<file path="src/rtl/pipe_pkg.sv">
// Shared types and constants for the pipeline hazard scoreboard.
// Holds the in-flight writer entry layout and the forward-select encoding.
package pipe_pkg;

  // Entry fields are sized for the widest supported register file; narrower
  // register addresses are zero-extended into rd.
  localparam int unsigned MAX_REG_AW = 8;
  localparam int unsigned IDX_W      = 8;

  localparam int unsigned FWD_RF     = 0;
  localparam int unsigned FWD_ENTRY0 = 1;

  typedef struct packed {
    logic                  valid;
    logic [MAX_REG_AW-1:0] rd;
    logic [IDX_W-1:0]      ready_idx;
  } entry_t;

  localparam int unsigned ENTRY_W = $bits(entry_t);

  // Bits needed to encode values 0 .. value-1, never less than one.
  function automatic int unsigned clog2(input int unsigned value);
    int unsigned width;
    width = 1;
    while ((32'd1 << width) < value) width++;
    return width;
  endfunction

endpackage

</file>
<file path="src/rtl/pipe_fwd_match.sv">
// Per-operand forwarding match: finds the youngest in-flight writer of the
// source register and decides between forwarding from it or stalling.
module pipe_fwd_match
  import pipe_pkg::*;
#(
  parameter int unsigned REG_AW = 5,
  parameter int unsigned DEPTH  = 3,
  parameter int unsigned FW     = 2
) (
  input  logic [REG_AW-1:0]        src,
  input  logic                     use_src,
  input  logic [DEPTH*ENTRY_W-1:0] entries,
  output logic [FW-1:0]            fwd,
  output logic                     hazard
);

  entry_t [DEPTH-1:0] ent;

  assign ent = entries;

  // Scan oldest to youngest so the youngest matching writer has the last word.
  always_comb begin
    fwd    = FW'(FWD_RF);
    hazard = 1'b0;
    if (use_src && (src != '0)) begin
      for (int k = int'(DEPTH) - 1; k >= 0; k--) begin
        if (ent[k].valid && (ent[k].rd == MAX_REG_AW'(src))) begin
          if (k >= int'(ent[k].ready_idx)) begin
            fwd    = FW'(k + int'(FWD_ENTRY0));
            hazard = 1'b0;
          end else begin
            fwd    = FW'(FWD_RF);
            hazard = 1'b1;
          end
        end
      end
    end
  end

endmodule

</file>
<file path="src/rtl/pipe_scoreboard.sv">
// Hazard scoreboard beside the ID stage: tracks in-flight writers and one
// outstanding MDU op, producing forward selects, stall and flush controls.
module pipe_scoreboard
  import pipe_pkg::*;
#(
  parameter int unsigned REG_AW     = 5,
  parameter int unsigned DEPTH      = 3,
  parameter int unsigned ALU_READY  = 0,
  parameter int unsigned LOAD_READY = 1,
  parameter int unsigned MDU_LAT    = 4
) (
  input  logic                          clock,
  input  logic                          resetn,
  input  logic                          id_valid,
  input  logic [REG_AW-1:0]             id_rs,
  input  logic [REG_AW-1:0]             id_rt,
  input  logic                          id_use_rs,
  input  logic                          id_use_rt,
  input  logic                          id_wreg,
  input  logic [REG_AW-1:0]             id_rd,
  input  logic                          id_m2reg,
  input  logic                          id_mdu,
  input  logic                          id_redirect,
  output logic [clog2(DEPTH+1)-1:0]     fwda,
  output logic [clog2(DEPTH+1)-1:0]     fwdb,
  output logic                          wpcir,
  output logic                          bubble,
  output logic                          if_flush,
  output logic                          mdu_busy
);

  localparam int unsigned FW = clog2(DEPTH + 1);
  localparam int unsigned CW = clog2(MDU_LAT + 1);

  entry_t [DEPTH-1:0] entries_q, entries_d;
  logic [CW-1:0]      mdu_cnt_q, mdu_cnt_d;
  logic [REG_AW-1:0]  mdu_rd_q, mdu_rd_d;

  logic hazard_a, hazard_b;
  logic mdu_raw_rs, mdu_raw_rt, mdu_waw, mdu_hazard;
  logic stall, issue;

  pipe_fwd_match #(
    .REG_AW (REG_AW),
    .DEPTH  (DEPTH),
    .FW     (FW)
  ) u_match_a (
    .src     (id_rs),
    .use_src (id_use_rs),
    .entries (entries_q),
    .fwd     (fwda),
    .hazard  (hazard_a)
  );

  pipe_fwd_match #(
    .REG_AW (REG_AW),
    .DEPTH  (DEPTH),
    .FW     (FW)
  ) u_match_b (
    .src     (id_rt),
    .use_src (id_use_rt),
    .entries (entries_q),
    .fwd     (fwdb),
    .hazard  (hazard_b)
  );

  assign mdu_busy = (mdu_cnt_q != '0);

  // MDU results are never forwarded, so any touch of its destination waits.
  assign mdu_raw_rs = id_use_rs && (id_rs != '0) && (id_rs == mdu_rd_q);
  assign mdu_raw_rt = id_use_rt && (id_rt != '0) && (id_rt == mdu_rd_q);
  assign mdu_waw    = id_wreg && (id_rd == mdu_rd_q);
  assign mdu_hazard = mdu_busy && (mdu_raw_rs || mdu_raw_rt || mdu_waw || id_mdu);

  assign stall    = id_valid && (hazard_a || hazard_b || mdu_hazard);
  assign issue    = id_valid && !stall;
  assign wpcir    = !stall;
  assign bubble   = stall;
  assign if_flush = id_valid && id_redirect && !stall;

  always_comb begin
    entries_d = '0;
    if (issue && id_wreg && (id_rd != '0) && !id_mdu) begin
      entries_d[0].valid     = 1'b1;
      entries_d[0].rd        = MAX_REG_AW'(id_rd);
      entries_d[0].ready_idx = id_m2reg ? IDX_W'(LOAD_READY) : IDX_W'(ALU_READY);
    end
    for (int k = 1; k < int'(DEPTH); k++) begin
      entries_d[k] = entries_q[k-1];
    end
  end

  // An issue can only happen when the counter is already zero, so the reload
  // never collides with the decrement.
  always_comb begin
    mdu_cnt_d = mdu_cnt_q;
    mdu_rd_d  = mdu_rd_q;
    if (mdu_busy) begin
      mdu_cnt_d = mdu_cnt_q - CW'(1);
    end
    if (issue && id_mdu && (id_rd != '0)) begin
      mdu_cnt_d = CW'(MDU_LAT);
      mdu_rd_d  = id_rd;
    end
  end

  always_ff @(posedge clock or negedge resetn) begin
    if (!resetn) begin
      entries_q <= '0;
      mdu_cnt_q <= '0;
      mdu_rd_q  <= '0;
    end else begin
      entries_q <= entries_d;
      mdu_cnt_q <= mdu_cnt_d;
      mdu_rd_q  <= mdu_rd_d;
    end
  end

endmodule
</file>
<file path="config.mk">
export PLATFORM = sky130hd
export DESIGN_NAME = pipe_scoreboard
export DESIGN_NICKNAME = d
export VERILOG_FILES = /design/src/rtl/pipe_pkg.sv /design/src/rtl/pipe_fwd_match.sv /design/src/rtl/pipe_scoreboard.sv
export SDC_FILE = /design/constraint.sdc
export NUM_CORES = 1
export LEC_CHECK = 0
export ABC_AREA = 1
export BUFFER_PORTS_ARGS = -buffer_cell sky130_fd_sc_hd__clkbuf_2
export CORE_MARGIN = 3
export CORE_UTILIZATION = 58
export DETAILED_ROUTE_END_ITERATION = 10
export PLACE_DENSITY = 0.87
export SLEW_MARGIN = 40
export SYNTH_ARGS = -nofsm -noshare
export SYNTH_HDL_FRONTEND = slang
export SYNTH_HIERARCHICAL = 1
export SYNTH_SLANG_ARGS = --single-unit
</file>
<file path="constraint.sdc">
create_clock -name clock -period 1.95 [get_ports clock]
set_input_delay 0.0975 -clock clock [delete_from_list [all_inputs] [get_ports clock]]
set_output_delay 0.0975 -clock clock [all_outputs]
set_load 0.01 [all_outputs]
</file>
==> results.md <==
- Grt total ovfl: 0
- Setup violations, final: 12
- Placed insts: 572
- DP Area: 0.00287 sq mm
- Pwr/cell area: 731 mW/mm^2
- Area contributors post-synth: dfrtp_1 (30%), nand2_1 (25%), inv_1 (13%)
- Die X: 70.5 um
- Most frequent cell after synthesis: nand2_1
- H-tree Lvls: 2
- Root buffer cell: clkbuf_8
- Post-synth EDFFs: 0
- Die Y-Extent: 70.5 um
- Final Hold Slack: 36.2 ps
- # port buffers: 31
- CP max stage cell: dfrtp_1
- FP Rows: 22
- Max_cap viols: 0
- Critical path peak fanout: 5
- Lkg Pwr: 1.87 nW
- Register area: 726 sq um
- CTS tree: yes
- Num CTS Buffers: 5
- RSZ-0062 raised after global routing: true
- Unique masters post-synth: 21
- DR iter-0 viols: 209
- Worst path bufs/invs: 3
- Hold_sp: id_m2reg
- Starting Density: 0.631
- Rel. slew slack: 0.491
- Synth warn: 6
- Outcome: finished, violations left
- Slew Viols, Final: 0
- Reg2reg start: entries_d[26]
- Syn Inst Count: 432
- Syn avg cell area: 5.59 sq um
- # fillers: 316
- Drc violations: 0
- Fraction of layout cells with a size suffix above 1: 0.125
- DR vias: 2779
- Full die area: 0.00497 sq mm
- Post-layout nets: 561
- CP Cell Sequence: inv_1, nand2_1, nand2_1, nor2_1, nand3_2, o21ai_1, nor2_1, nor2_1, inv_1, a21oi_4, nor2_2, nor2_1, buf_2
- Finished Cell Area: 0.00306 sq mm
- N_diodes: 0
- Post-route clock period utilization: 1.09
- WP data required: 1850 ps
- Multi-input combinational cell area: 0.00160 sq mm
- Router iterations before antenna repair: 5
- Critical Path Start Type: register
- Commonest cells in the netlist: nand2_1 (161), inv_1 (84), nor2_1 (81)
- Placer congestion estimate: 0.942
- PnR worst setup slack: -183 ps
- Worst setup EP type: primary output
- Synth area leader: dfrtp_1
- Critical path origin: entries_d[26]
- Vias/cell: 4.76
- Hold path depth: 3
- Vias in the first global route: 2473
- Detailed Route WL: 6.53 mm
- Crit path largest cell delay: 410 ps
- Post-synth ARST share: 1.00
- Drt wl/cell: 11.2 um
- First-pass GRT wire length: 10.6 mm
- Total track usage: 0.270
- Worst Tran Pin Value: 764 ps
- Tightest Hold Check Type: in -> reg
- Yosys reg bits: 29
- Worst slack, placed: -33.3 ps
- Detailed Place HPWL: 4.93 mm
- Most used cell, CP: nor2_1
- Achievable clock frequency: 469 MHz
- Setup Crit Path Kind: reg -> out
- Area growth syn-to-layout: 26.6%
- CTS max path bufs: 2
- CTS clk-pin slew, worst paths: 60 ps
- Non-Filler Instances: 584
- Core area: 0.00383 sq mm
- Skew final: 4.75 ps
- Critical path depth: 13
- Util after Layout: 0.799
- Synthesized area: 0.00241 sq mm
- VDD IR max: 0.596 mV
- Final Hold Viols: 0
- Post-route minimum period: 2130 ps
- Antenna-violating nets left: 0
- Top Family by Delay on Critical Path: simple AND/OR/NAND/NOR gates
- Clk Latency, worst-skew pair: 280 ps
- Worst R2R Path Depth: 14
- Top FF cell, synth: dfrtp_1
- Sink Count: 29
- Sequential share of the synthesized area: 0.301
- Largest net degree at the start of global routing: 30
- Worst EP arrival: 2040 ps
- Antenna violations before repair: 0
- Failing checks: setup timing
- Area share of the largest cell type after synthesis: 0.301
- Number of top-level pins: 32
[registers in the layout, indices dropped and copies added, names as in the netlist]
signal and flops:
entries_q 7, mdu_rd_q 5, mdu_cnt_q 3, entries_d 14
[placed cells by master (no fill, tap or decap), types with 8 or more instances in the layout]
cell,synthesis,layout
nor2_2,2,8
clkbuf_2,0,29
dfrtp_1,29,29
nor2_1,81,74
o21ai_0,17,13
inv_1,84,83
conb_1,1,60
nand2_1,161,161
nand3_1,21,21
[metrics by stage]
step                power (W)  TNS [ps]
detailed placement    0.00153     -78.7
floorplan             0.00130         0
CTS                   0.00218      -355
finish                0.00223     -1260
global placement      0.00150         0
global route          0.00239     -3070
[worst paths after layout]
path	end	slack (ps)
setup reg to reg	entries_d[27]	-160
hold reg to reg	entries_q[34]	360
max in group asynchronous	entries_q[34]	1040
setup / recovery	if_flush	-180
hold / removal	entries_d[17]	40
min in group asynchronous	mdu_cnt_q[1]	420
[tightest hold or removal path, stage by stage]
cell and delay (ps):
clkbuf_2 80, inv_1 60, nor2_2 40
[where the power goes]
group | total [W] | internal [W] | leakage (nW) | switching, W
Clock | 0.000642 | 0.000416 | 0.0585 | 0.000226
Combinational | 0.000796 | 0.000291 | 1.43 | 0.000505
Sequential | 0.000795 | 0.000698 | 0.388 | 0.0000973
Total | 0.00223 | 0.00141 | 1.87 | 0.000829
[cells by family (layout without fill, tap and decap cells)]
family | after synthesis | count (layout) | synth area share
and+or+nand+nor | 286 | 286 | 0.489
other | 1 | 60 | 0.00155
xor gates and xnor gates | 3 | 3 | 0.0109
AOI/OAI and AO/OA | 20 | 20 | 0.0461
adders and majority gates | 2 | 2 | 0.0104
buffers and inverters | 91 | 136 | 0.142
DFF | 29 | 29 | 0.301
[layer usage]
layer | part of all wire | wire length [um] | up-vias | global-route usage
li1 | - | - | 1424 | -
met5 | 0 | 0 | - | 0
met4 | 0.023 | 150 | 0 | 0.128
met1 | 0.43 | 2800 | 1212 | 0.361
met3 | 0.080 | 519 | 18 | 0.0590
met2 | 0.47 | 3060 | 125 | 0.416
[final cells by class]
cell class | count | area share
clock buffers | 7 | 0.0282
clock inverters | 1 | 0.00982
flip-flops and latches | 29 | 0.237
inverters | 90 | 0.111
repair buffers | 38 | 0.0700
well taps | 48 | 0.0196
multi-input cells | 371 | 0.524
[timing repair]
| item | CTS | global route |
|---|---|---|
| endpoints found under the hold margin | 29 | 0 |
| pin swaps | 5 | 8 |
| cloned | 0 | 0 |
| buffers inserted | 3 | 2 |
| hold buffers | 1 | 0 |
| endpoints found under the setup margin | 9 | 18 |
| gates resized for setup | 4 | 14 |
Note: power is estimated with default switching activity, not from simulation.
